`src/rtl/vga_pkg.sv`:
```
// Shared 640x480@60 raster constants, coordinate width and sprite-window type,
// used by the timing generator and the downstream sprite stage.
package vga_pkg;

  localparam int COORD_W = 10;

  localparam int VGA_HPIXELS = 800;
  localparam int VGA_VLINES  = 521;
  localparam int VGA_HSP     = 128;
  localparam int VGA_VSP     = 2;
  localparam int VGA_HBP     = 144;
  localparam int VGA_HFP     = 784;
  localparam int VGA_VBP     = 31;
  localparam int VGA_VFP     = 511;

  typedef logic [COORD_W-1:0] coord_t;

  typedef struct packed {
    coord_t hbp;
    coord_t hfp;
    coord_t vbp;
    coord_t vfp;
  } win_t;

  // Half-open interval test lo <= v < hi, matching the sprite stage compares.
  function automatic logic in_span(input coord_t v, input coord_t lo, input coord_t hi);
    return (v >= lo) && (v < hi);
  endfunction

endpackage

```
`src/rtl/vga_pix_div.sv`:
```
// Pixel-rate divider: pix_en is a registered one-clk strobe, high in the
// cycle the divide counter sits at CLK_DIV-1 (constantly high for CLK_DIV=1).
module vga_pix_div #(
  parameter int CLK_DIV = 2
) (
  input  logic clk,
  input  logic rst_n,
  output logic pix_en
);

  localparam int DIV_W = (CLK_DIV > 1) ? $clog2(CLK_DIV) : 1;
  localparam logic [DIV_W-1:0] DIV_LAST = DIV_W'(CLK_DIV - 1);

  logic [DIV_W-1:0] div_q, div_d;
  logic             pix_en_q, pix_en_d;

  always_comb begin
    div_d    = (div_q == DIV_LAST) ? '0 : div_q + 1'b1;
    pix_en_d = (div_d == DIV_LAST);
  end

  always_ff @(posedge clk or negedge rst_n) begin
    if (!rst_n) begin
      div_q    <= '0;
      pix_en_q <= 1'b0;
    end else begin
      div_q    <= div_d;
      pix_en_q <= pix_en_d;
    end
  end

  assign pix_en = pix_en_q;

endmodule

```
`src/rtl/vga_timing_gen.sv`:
```
// 640x480@60 VGA raster timing plus a frame-synchronous sprite-window register set.
// Define VGA_FRAME_CNT_EN to add the 16-bit frame_cnt output and its counter.
module vga_timing_gen
  import vga_pkg::*;
#(
  parameter int CLK_DIV = 2,
  parameter int HPIXELS = VGA_HPIXELS,
  parameter int VLINES  = VGA_VLINES,
  parameter int HSP     = VGA_HSP,
  parameter int VSP     = VGA_VSP,
  parameter int HBP     = VGA_HBP,
  parameter int HFP     = VGA_HFP,
  parameter int VBP     = VGA_VBP,
  parameter int VFP     = VGA_VFP
) (
  input  logic               clk,
  input  logic               rst_n,
  output logic               pix_en,
  output logic [COORD_W-1:0] hc,
  output logic [COORD_W-1:0] vc,
  output logic               hsync,
  output logic               vsync,
  output logic               vidon,
  output logic               frame_start,
  input  logic               win_wr,
  input  logic [COORD_W-1:0] win_hbp_i,
  input  logic [COORD_W-1:0] win_hfp_i,
  input  logic [COORD_W-1:0] win_vbp_i,
  input  logic [COORD_W-1:0] win_vfp_i,
  output logic [COORD_W-1:0] hbp,
  output logic [COORD_W-1:0] hfp,
  output logic [COORD_W-1:0] vbp,
  output logic [COORD_W-1:0] vfp,
  output logic               win_busy
`ifdef VGA_FRAME_CNT_EN
  ,
  output logic [15:0]        frame_cnt
`endif
);

  localparam coord_t H_LAST = coord_t'(HPIXELS - 1);
  localparam coord_t V_LAST = coord_t'(VLINES - 1);
  localparam coord_t HSP_C  = coord_t'(HSP);
  localparam coord_t VSP_C  = coord_t'(VSP);
  localparam coord_t HBP_C  = coord_t'(HBP);
  localparam coord_t HFP_C  = coord_t'(HFP);
  localparam coord_t VBP_C  = coord_t'(VBP);
  localparam coord_t VFP_C  = coord_t'(VFP);
  localparam win_t   WIN_RST = {HBP_C, HFP_C, VBP_C, VFP_C};

  logic   pix_en_w;
  coord_t hc_q, hc_d, vc_q, vc_d;
  logic   hsync_q, hsync_d, vsync_q, vsync_d, vidon_q, vidon_d;
  logic   frame_start_q, frame_start_d;
  win_t   win_in, win_act_q, win_act_d, win_pend_q, win_pend_d;
  logic   win_busy_q, win_busy_d;

  vga_pix_div #(.CLK_DIV(CLK_DIV)) u_pix_div (
    .clk    (clk),
    .rst_n  (rst_n),
    .pix_en (pix_en_w)
  );

  assign win_in = {win_hbp_i, win_hfp_i, win_vbp_i, win_vfp_i};

  // Syncs and vidon decode from the next coordinates so they register alongside hc/vc.
  always_comb begin
    hc_d = hc_q;
    vc_d = vc_q;
    if (pix_en_w) begin
      if (hc_q == H_LAST) begin
        hc_d = '0;
        vc_d = (vc_q == V_LAST) ? '0 : vc_q + 1'b1;
      end else begin
        hc_d = hc_q + 1'b1;
      end
    end
    frame_start_d = pix_en_w && (hc_q == H_LAST) && (vc_q == V_LAST);
    hsync_d       = !(hc_d < HSP_C);
    vsync_d       = !(vc_d < VSP_C);
    vidon_d       = in_span(hc_d, HBP_C, HFP_C) && in_span(vc_d, VBP_C, VFP_C);
  end

  // A write landing on the frame_start cycle goes straight to the active set.
  always_comb begin
    win_act_d  = win_act_q;
    win_pend_d = win_pend_q;
    win_busy_d = win_busy_q;
    if (frame_start_q) begin
      if (win_wr) begin
        win_act_d = win_in;
      end else if (win_busy_q) begin
        win_act_d = win_pend_q;
      end
      win_busy_d = 1'b0;
    end else if (win_wr) begin
      win_pend_d = win_in;
      win_busy_d = 1'b1;
    end
  end

  always_ff @(posedge clk or negedge rst_n) begin
    if (!rst_n) begin
      hc_q          <= H_LAST;
      vc_q          <= V_LAST;
      hsync_q       <= 1'b1;
      vsync_q       <= 1'b1;
      vidon_q       <= 1'b0;
      frame_start_q <= 1'b0;
      win_act_q     <= WIN_RST;
      win_pend_q    <= WIN_RST;
      win_busy_q    <= 1'b0;
    end else begin
      hc_q          <= hc_d;
      vc_q          <= vc_d;
      hsync_q       <= hsync_d;
      vsync_q       <= vsync_d;
      vidon_q       <= vidon_d;
      frame_start_q <= frame_start_d;
      win_act_q     <= win_act_d;
      win_pend_q    <= win_pend_d;
      win_busy_q    <= win_busy_d;
    end
  end

`ifdef VGA_FRAME_CNT_EN
  logic [15:0] frame_cnt_q, frame_cnt_d;

  always_comb begin
    frame_cnt_d = frame_cnt_q + 16'(frame_start_d);
  end

  always_ff @(posedge clk or negedge rst_n) begin
    if (!rst_n) begin
      frame_cnt_q <= '0;
    end else begin
      frame_cnt_q <= frame_cnt_d;
    end
  end

  assign frame_cnt = frame_cnt_q;
`endif

  assign pix_en      = pix_en_w;
  assign hc          = hc_q;
  assign vc          = vc_q;
  assign hsync       = hsync_q;
  assign vsync       = vsync_q;
  assign vidon       = vidon_q;
  assign frame_start = frame_start_q;
  assign hbp         = win_act_q.hbp;
  assign hfp         = win_act_q.hfp;
  assign vbp         = win_act_q.vbp;
  assign vfp         = win_act_q.vfp;
  assign win_busy    = win_busy_q;

endmodule

```
`config.mk`:
```
export PLATFORM = sky130hd
export DESIGN_NAME = vga_timing_gen
export DESIGN_NICKNAME = d
export VERILOG_FILES = /design/src/rtl/vga_pkg.sv /design/src/rtl/vga_pix_div.sv /design/src/rtl/vga_timing_gen.sv
export SDC_FILE = /design/constraint.sdc
export NUM_CORES = 1
export LEC_CHECK = 0
export ABC_AREA = 1
export CORE_MARGIN = 2
export CORE_UTILIZATION = 51
export DETAILED_ROUTE_END_ITERATION = 8
export PLACE_DENSITY = 0.84
export SLEW_MARGIN = 10
export SYNTH_ARGS = -nofsm -noshare
export SYNTH_HDL_FRONTEND = slang
export SYNTH_SLANG_ARGS = --single-unit
```
`constraint.sdc`:
```
create_clock -name clk -period 2.2 [get_ports clk]
set_clock_uncertainty 0.15 [all_clocks]
set_input_delay 0.44 -clock clk [delete_from_list [all_inputs] [get_ports clk]]
set_output_delay 0.44 -clock clk [all_outputs]
set_load 0.02 [all_outputs]
```
Word level (Yosys, flattened, before mapping)
Cells that the tools add are included.
{ "word_totals": {"output_inout_bits": 66, "inputBits": 43, "elab_cells": 49, "ff_bits": 106} }
{ "op_classes": {"n_lt_le_gt_ge": 6, "n_reduce_logical": 11, "addsub": 3, "n_bitwise": 1, "mux": 10, "eq_ne": 2} }
{ "op_table": {"columns": ["operator", "count"], "rows": [
  ["40-bit 2-to-1 mux", 2],
  ["10-bit 2-to-1 mux", 5],
  ["10-bit by 1-bit adder with 10-bit output, second input constant", 2],
  ["10-bit == test, second input constant", 2],
  ["10-bit by 5-bit greater-or-equal comparator with 1-bit output, second input constant", 1],
  ["10-bit by 8-bit greater-or-equal comparator with 1-bit output, second input constant", 1],
  ["10-bit < comparator, second input constant", 1],
  ["10-bit by 2-bit < comparator with 1-bit output, second input constant", 1],
  ["10-bit by 8-bit < comparator with 1-bit output, second input constant", 1],
  ["10-bit by 9-bit < comparator with 1-bit output, second input constant", 1],
  ["1-bit logical AND", 5],
  ["2-bit AND reduction", 2],
  ["2-bit nonzero test", 2],
  ["1-bit 2-to-1 mux", 3],
  ["1-bit zero test", 2],
  ["1-bit adder, second input constant", 1],
  ["1-bit inverter", 1]
]} }

Depth between registers and ports, before layout
Gate-level depths: netlist (run 1).
{ "depth": {"word_depth": 7, "mapped_depth": 14, "depth_no_buf": 14} }

By module
From an unflattened synthesis (run 1), not the netlist that was laid out.
{ "unflattened": {"cells_unflattened": 521, "hier_area_um2": 4912.2} }
{ "by_module_without_submodules": {"columns": ["mod", "n_inst", "cells_each", "area_each_um2", "seq_area_each_um2"], "rows": [
  ["vga_timing_gen", 1, 519, 4883.4, 2688.8],
  ["vga_pix_div", 1, 2, 28.8, 25.0]
]} }

Worst setup path after synthesis (run 1)
No wires, ideal clock.
{ "synth_path": {"path_type": "register -> register", "startpoint": "reg hc_q[0] (netlist: hc[0])", "endpoint": "reg vidon_q (netlist: vidon)", "path_slack_ns": 0.097, "synth_period_minus_slack_ns": 2.103, "setup_time_ns": 0.118, "t_required_ns": 1.932, "t_arrival_ns": 1.835, "path_stages_with_launch": 12, "n_path_buf": 1, "path_cell_list": "dfstp_2 > ha_1 > nand4_1 > nor2_4 > buf_8 > nand3_4 > nor2_2 > nand2_1 > nand3_2 > nand3_1 > nor2_1 > nor2_2"} }
{ "synth_between": {"elab_chain_len": 6, "elab_cells_between_ends": 13, "cone_classes": "1 x add/sub; 4 x order compare; 1 x eq/ne; 4 x mux; 3 x reduce/logical"} }
{ "synth_lines": {"columns": ["element", "line_no", "source"], "rows": [
  ["from (decl)", "vga_timing_gen.sv:52", "coord_t hc_q, hc_d, vc_q, vc_d;"],
  ["from (signal assigned)", "vga_timing_gen.sv:104", "hc_q <= H_LAST;"],
  ["from (signal assigned)", "vga_timing_gen.sv:114", "hc_q <= hc_d;"],
  ["10-bit by 1-bit adder with 10-bit output or 10-bit == test (tied branches)", "vga_timing_gen.sv:75, vga_timing_gen.sv:71", null],
  ["10-bit 2-to-1 mux", "vga_timing_gen.sv:71", "if (hc_q == H_LAST) begin"],
  ["10-bit 2-to-1 mux", "vga_timing_gen.sv:70", "if (pix_en_w) begin"],
  ["10-bit by 8-bit greater-or-equal comparator with 1-bit output (tied with other cells)", "vga_pkg.sv:27", "return (v >= lo) && (v < hi);"],
  ["1-bit logical AND", "vga_pkg.sv:27", null],
  ["1-bit logical AND (*)", "vga_timing_gen.sv:81", "vidon_d = in_span(hc_d, HBP_C, HFP_C) && in_span(vc_d, VBP_C, VFP_C);"],
  ["named net vidon_d", "vga_timing_gen.sv:53", "logic hsync_q, hsync_d, vsync_q, vsync_d, vidon_q, vidon_d;"],
  ["to (signal assigned)", "vga_timing_gen.sv:118", "vidon_q <= vidon_d;"],
  ["to (decl)", "vga_timing_gen.sv:53", null]
]} }
Mark *: on every way through the listed nets, which the timed path passes. The rest lies on a longest branch.
A chain may end at the register's enable or synchronous reset.

Worst setup path after layout (run 1)
{ "layout_path": {"startpoint": "reg hc_q[1] (netlist: hc[1])", "endpoint": "reg vidon_q (netlist: vidon)"} }
Same word-level chain as after synthesis.

==> metrics, run 1 <==
status=completed; Finished Layout Cells=775; GR Util All Layers=0.234; relative slew slack=0.660; Synth area leader=dfrtp_1; CTS sink cnt=roughly 110; DIE AREA=0.0104 sq mm; number of diodes=0; final setup fails=0; Gate Count Post-Synth=about 520; top post-synthesis cells by area=dfrtp_1, dfstp_2, nand2_1, mux2_2, nor2_1; fmax=about 460 MHz; Final Max Tran Viols=0; via count=4125; root buf cell=clkbuf_8; placed insts=751; ys async rst share=1.00; EDFF count, synth=0; Filler cells=between 600 and 700; DRC viols=0; count leader, synth=nand2_1; Die Ht=around 100 um; pin count of the biggest net entering global routing=57; FF/Latch Area=0.00272 sq mm; RSZ-0062 raised after global routing=yes; Starting Density=0.527; NumNets Final=between 600 and 700; GPL Wtd Cong=about 0.88; required time worst endpoint=between 2 and 2.5 ns; Startpoint Class=register; core box area=0.00928 sq mm; final WL=between 10000 and 15000 um; cts bufs inserted=9; grt total ovfl=0; later-pin clock latency in the skew report=roughly 0.36 ns; initial antenna violation count=0; Pleak=0.00288 uW; routed length per instance=between 15 and 20 um; post-synthesis register bit count=between 100 and 150; share of cells above drive strength 1=0.259; critical path class=register to register; final hold vios=0; # rows=35; worst hold path type=register to register; number of DRC markers in iteration 0=approximately 170; Die Wd=102 um; Post-synth top cells=nand2_1, nor2_1, dfrtp_1, dfstp_2; ys flop type=dfrtp_1; Critical Path End Type=register; Setup WS post-layout=~0.013 ns; setup TNS=0 ns; Yosys warnings=0; fin crit share=0.994; CP max FO=5; first-pass GRT wire length=approximately 19000 um; Least-Margin Pin Slew=roughly 0.51 ns; post-detail-place hpwl=8440 um; P&R area growth vs syn=33.1%; Multi-input gate area=~0.002 sq mm; CTS tree=built; port bufs=between 100 and 150; Tmin final=approximately 2.2 ns; Syn Area/Cell=roughly 9.4 sq um; vias in the first global route=4160; Final ANT Viol Nets=0; vias per cell=5.32; post-synthesis sequential area ratio=0.555; PwrDens=approximately 580 mW/mm^2; number of distinct library cells after synthesis=31; Clock transition at path regs=0.10 ns; DRT Pass-1 Iters=4; Peak VDD IR=around 310 uV; CTS max path bufs=2; Synthesized Nets=567; H-tree depth=3; Setup WS pre-CTS=-0.0372 ns; Ports=between 100 and 150; post-synthesis cell area=a little under 0.005 sq mm; Synth top area share=0.292; crit path DAT=2.34 ns; total of max-cap violations=0
-- per-layer routing --
layer | routed length [um] | track usage
met1 | 5020 | 0.307
met4 | 143 | 0.0708
met3 | 788 | 0.0492
met5 | 0 | 0
met2 | 5860 | 0.395
-- power by group --
group | switching (uW) | internal, uW
clock network | 686 | 430
logic | 230 | 250
registers | 57.2 | 2100
total | 974 | 2780
-- stage by stage --
step	area (sq um)	utilization	hold WS, ns	power [uW]
2_1_floorplan	4890	-	-0.00559	2410
4_1_cts	6420	0.692	0.312	3790
6_report	6510	0.701	0.313	3750
3_5_place_dp	6220	0.670	0.297	2680
5_1_grt	6510	0.701	0.337	3930
3_3_place_gp	6220	0.670	0.283	2650
-- layout make-up --
cell class,count,share of cell area
sequential,106,0.418
multi-input combinational,354,0.304
timing repair buffer,132,0.204
tap,129,0.0248
inverter,38,0.0221
clock buffer,9,0.0190
clock inverter,7,0.00942
-- registers in the layout, indices dropped and copies added (netlist names) --
signal and flops:
hbp 10, vidon 1, frame_start 1, hsync 1, win_pend_q 40, hfp 10, hc 10, u_pix_div.div_q 1
vc 10, vbp 10, vfp 10, vsync 1, win_busy 1
-- what timing repair did --
action | 4_1_cts | 5_1_grt
pin swaps | 0 | 10
setup endpoints to repair | 4 | 5
buffers inserted | 0 | 7
hold buffers | 1 | 0
resized for setup | 6 | 14
hold endpoints to repair | 27 | 0
-- cell usage in the layout (no fill, tap or decap), types with 7 or more instances in the layout --
master	Yosys	layout
a31oi_1	40	40
buf_4	1	19
clkbuf_8	0	9
clkdlybuf4s50_1	0	102
dfrtp_1	57	54
dfstp_2	49	49
inv_1	34	32
mux2_2	40	40
nand2_1	136	134
nand2_2	6	8
nand3_1	22	20
nand3_2	5	7
nand4_1	8	8
nor2_1	73	68
nor2_2	4	8
-- final timing paths --
check / slack, ns / to / cells after the start / from
worst max-delay path: 0.01 / vidon$_DFF_PN0_ / 13 / hc[1]$_DFF_PN1_
worst min-delay path: 0.31 / win_busy$_DFFE_PN0P_ / 1 / frame_start$_DFF_PN0_
worst max register to register: 0.01 / vidon$_DFF_PN0_ / 13 / hc[1]$_DFF_PN1_
worst min register to register: 0.31 / win_busy$_DFFE_PN0P_ / 1 / frame_start$_DFF_PN0_
max in group asynchronous: 0.79 / vc[9]$_DFF_PN1_ / 3 / rst_n
min in group asynchronous: 0.44 / hbp[3]$_DFFE_PN0P_ / 2 / rst_n
-- worst max-delay path, cell delays in order, from the launching register on --
cell and delay, ns:
dfstp_2 0.57, ha_2 0.18, buf_4 0.13, nand2_1 0.06, nor2_2 0.14, nand3_2 0.17, buf_4 0.18, o21bai_1 0.12
nand3_1 0.09, nand2_1 0.07, inv_1 0.04, nand3_1 0.09, nor2_1 0.06, nor2_2 0.10
-- logic make-up after synthesis --
family / count (synthesis) / synth area share
buf+inv: 61 / 0.0504
mux: 40 / 0.0921
simple gates: 261 / 0.229
fa+ha+maj: 3 / 0.00768
compound gates: 48 / 0.0619
xor+xnor: 2 / 0.00358
flops: 106 / 0.555
(Power assumes the default switching activity.)
==> run 2: changes to the inputs <==
- CTS_CLUSTER_SIZE: default -> 28
- GPL_ROUTABILITY_DRIVEN: default -> 0
==> metrics, run 2 (synthesized netlist as in run 1, its figures left out) <==
status=completed; port bufs=108 (unchanged); DIE AREA=0.0104 sq mm (unchanged); required time worst endpoint=1.61 ns (-0.74 ns); routed length per instance=15.2 um (about the same); most frequent cells in the layout=nand2_1, clkdlybuf4s50_1, nor2_1; initial antenna violation count=0 (unchanged); NumNets Final=684 (-0.44%); Sequential Power Share=0.566 (-0.009); number of DRC markers in iteration 0=142 (-15%); crit path DAT=1.57 ns (-0.77 ns); Final Max Tran Viols=0 (unchanged); worst hold path type=register to register; Clock transition at path regs=0.10 ns (about the same); number of diodes=0 (unchanged); GR Util All Layers=0.230 (-0.00467); relative slew slack=0.747 (+0.0871); hold path start=frame_start$_DFF_PN0_; vias per cell=5.27 (-1.0%); Die Ht=102 um (unchanged); P&R area growth vs syn=32.4%; critical path class=register to output pin; post-layout util=0.697 (-0.00364); via count=4066 (-1.4%); final hold vios=0 (unchanged); pin count of the biggest net entering global routing=61 (+7.0%); Internal=2850 uW (+2.4%); start point of the critical path=hc[1]$_DFF_PN1_; later-pin clock latency in the skew report=0.35 ns (about the same); cts bufs inserted=9 (unchanged); placed insts=751 (unchanged); Reg-to-Reg Start=hc[0]$_DFF_PN1_; PwrDens=588 mW/mm^2 (+2.0%); Tmin final=2.16 ns (-0.0275 ns); Worst Path Buf+Inv=1 (-2); Ports=109 (unchanged); share of cells above drive strength 1=0.240 (-0.0190); grt total ovfl=0 (unchanged); total of max-cap violations=0 (unchanged); slowest CP cell=clkdlybuf4s50_1; vias in the first global route=4139 (-0.50%); CP Cell Sequence=clkdlybuf4s50_1; slowest stage delay, CP=0.62 ns (+0.05 ns); Finished Layout Cells=772 (-0.39%); fin crit share=0.982 (-0.0125); Filler cells=686 (+0.15%); Largest register FFs=40 (unchanged); Final ANT Viol Nets=0 (unchanged); Die Wd=102 um (unchanged); commonest non-fill, non-tap cell in the layout=nand2_1; clock power share=0.307 (+0.010); first-pass GRT wire length=19100 um (-0.65%); # rows=35 (unchanged); Switch Pwr=962 uW (-1.2%); root buf cell=clkbuf_8; Multi-input gate area=0.00196 sq mm (-0.63%); reg-to-reg slack, setup=0.08 ns (+0.07 ns); Starting Density=0.527 (unchanged); critical path's top delay family=buffers and inverters; final WL=11800 um (-0.46%); CTS sink cnt=106 (unchanged); CP max FO=4 (-1); Critical Path End Type=output pin; setup TNS=0 ns (unchanged); H-tree depth=3 (unchanged); Pleak=0.00288 uW (about the same); CTS tree=built; Combinational Power Share=0.127 (about the same); FF/Latch Area=0.00272 sq mm (about the same); Least-Margin Pin Slew=0.379 ns (-0.131 ns); RSZ-0062 raised after global routing=yes; CTS max path bufs=2 (unchanged); Startpoint Class=register; Net Sw Frac=0.253 (-0.00678); post-detail-place hpwl=8380 um (-0.72%); core box area=0.00928 sq mm (unchanged); fmax=463 MHz (+1.3%); DRT Pass-1 Iters=5 (+1); Peak VDD IR=347 uV (+11%); final setup fails=0 (unchanged); most flop-heavy register=win_pend_q; DRC viols=0 (unchanged)
-- run 2: cell types whose count changed in the layout (fill, tap and decap cells not counted), moves of 2 or more --
| cell | before | now |
|---|---|---|
| dfrtp_1 | 54 | 56 |
| nor2_1 | 68 | 72 |
| dfrtp_2 | 3 | 1 |
| nor2_2 | 8 | 5 |
| dlygate4sd2_1 | 3 | 1 |
| buf_4 | 19 | 17 |
-- run 2: worst paths after layout --
check / endpoint / depth (start not counted)
max: hc[1] / 1
min: win_busy$_DFFE_PN0P_ / 1
max reg2reg: vidon$_DFF_PN0_ / 10
min reg2reg: win_busy$_DFFE_PN0P_ / 1
max in group asynchronous: win_pend_q[14]$_DFFE_PN1P_ / 3
min in group asynchronous: hbp[3]$_DFFE_PN0P_ / 2
-- run 2: routing by layer --
layer / vias to the layer above / global-route usage / part of all wire
met1: 1961 / 0.295 / 0.42
met3: 15 / 0.0383 / 0.063
li1: 1932 / - / -
met4: 0 / 0.0708 / 0.012
met2: 158 / 0.400 / 0.50
met5: - / 0 / 0
-- run 2: area by class of cell --
class                      instances  share of cell area
clock buffer                      11              0.0236
tap                              129              0.0249
timing repair buffer             129               0.200
sequential                       106               0.419
inverter                          38              0.0222
multi-input combinational        354               0.303
clock inverter                     5             0.00676
-- run 2: repair_timing --
action,4_1_cts,5_1_grt
gates resized for setup,3,7
hold buffers,1,0
setup buffers,1,3
endpoints found under the hold margin,16,0
pin swaps,1,0
setup endpoints to repair,3,5
-- run 2: power groups by stage --
stage               Combinational [uW]  Clock [uW]  Sequential, uW
floorplan                          181           0            2230
global placement                   468           0            2180
detailed placement                 485           0            2190
CTS                                488        1200            2160
global route                       527        1270            2170
finish                             482        1170            2160
-- run 2: stage by stage --
stage / worst slack (ns) / total power [uW] / area [sq um] / hold slack [ns]
6_report: 0.0400 / 3810 / 6470 / 0.311
2_1_floorplan: 0.0972 / 2410 / 4890 / -0.00559
4_1_cts: 0.00183 / 3840 / 6430 / 0.321
5_1_grt: -0.0837 / 3960 / 6470 / 0.328
3_5_place_dp: -0.00631 / 2680 / 6210 / 0.211
3_3_place_gp: 0.0440 / 2650 / 6210 / 0.207
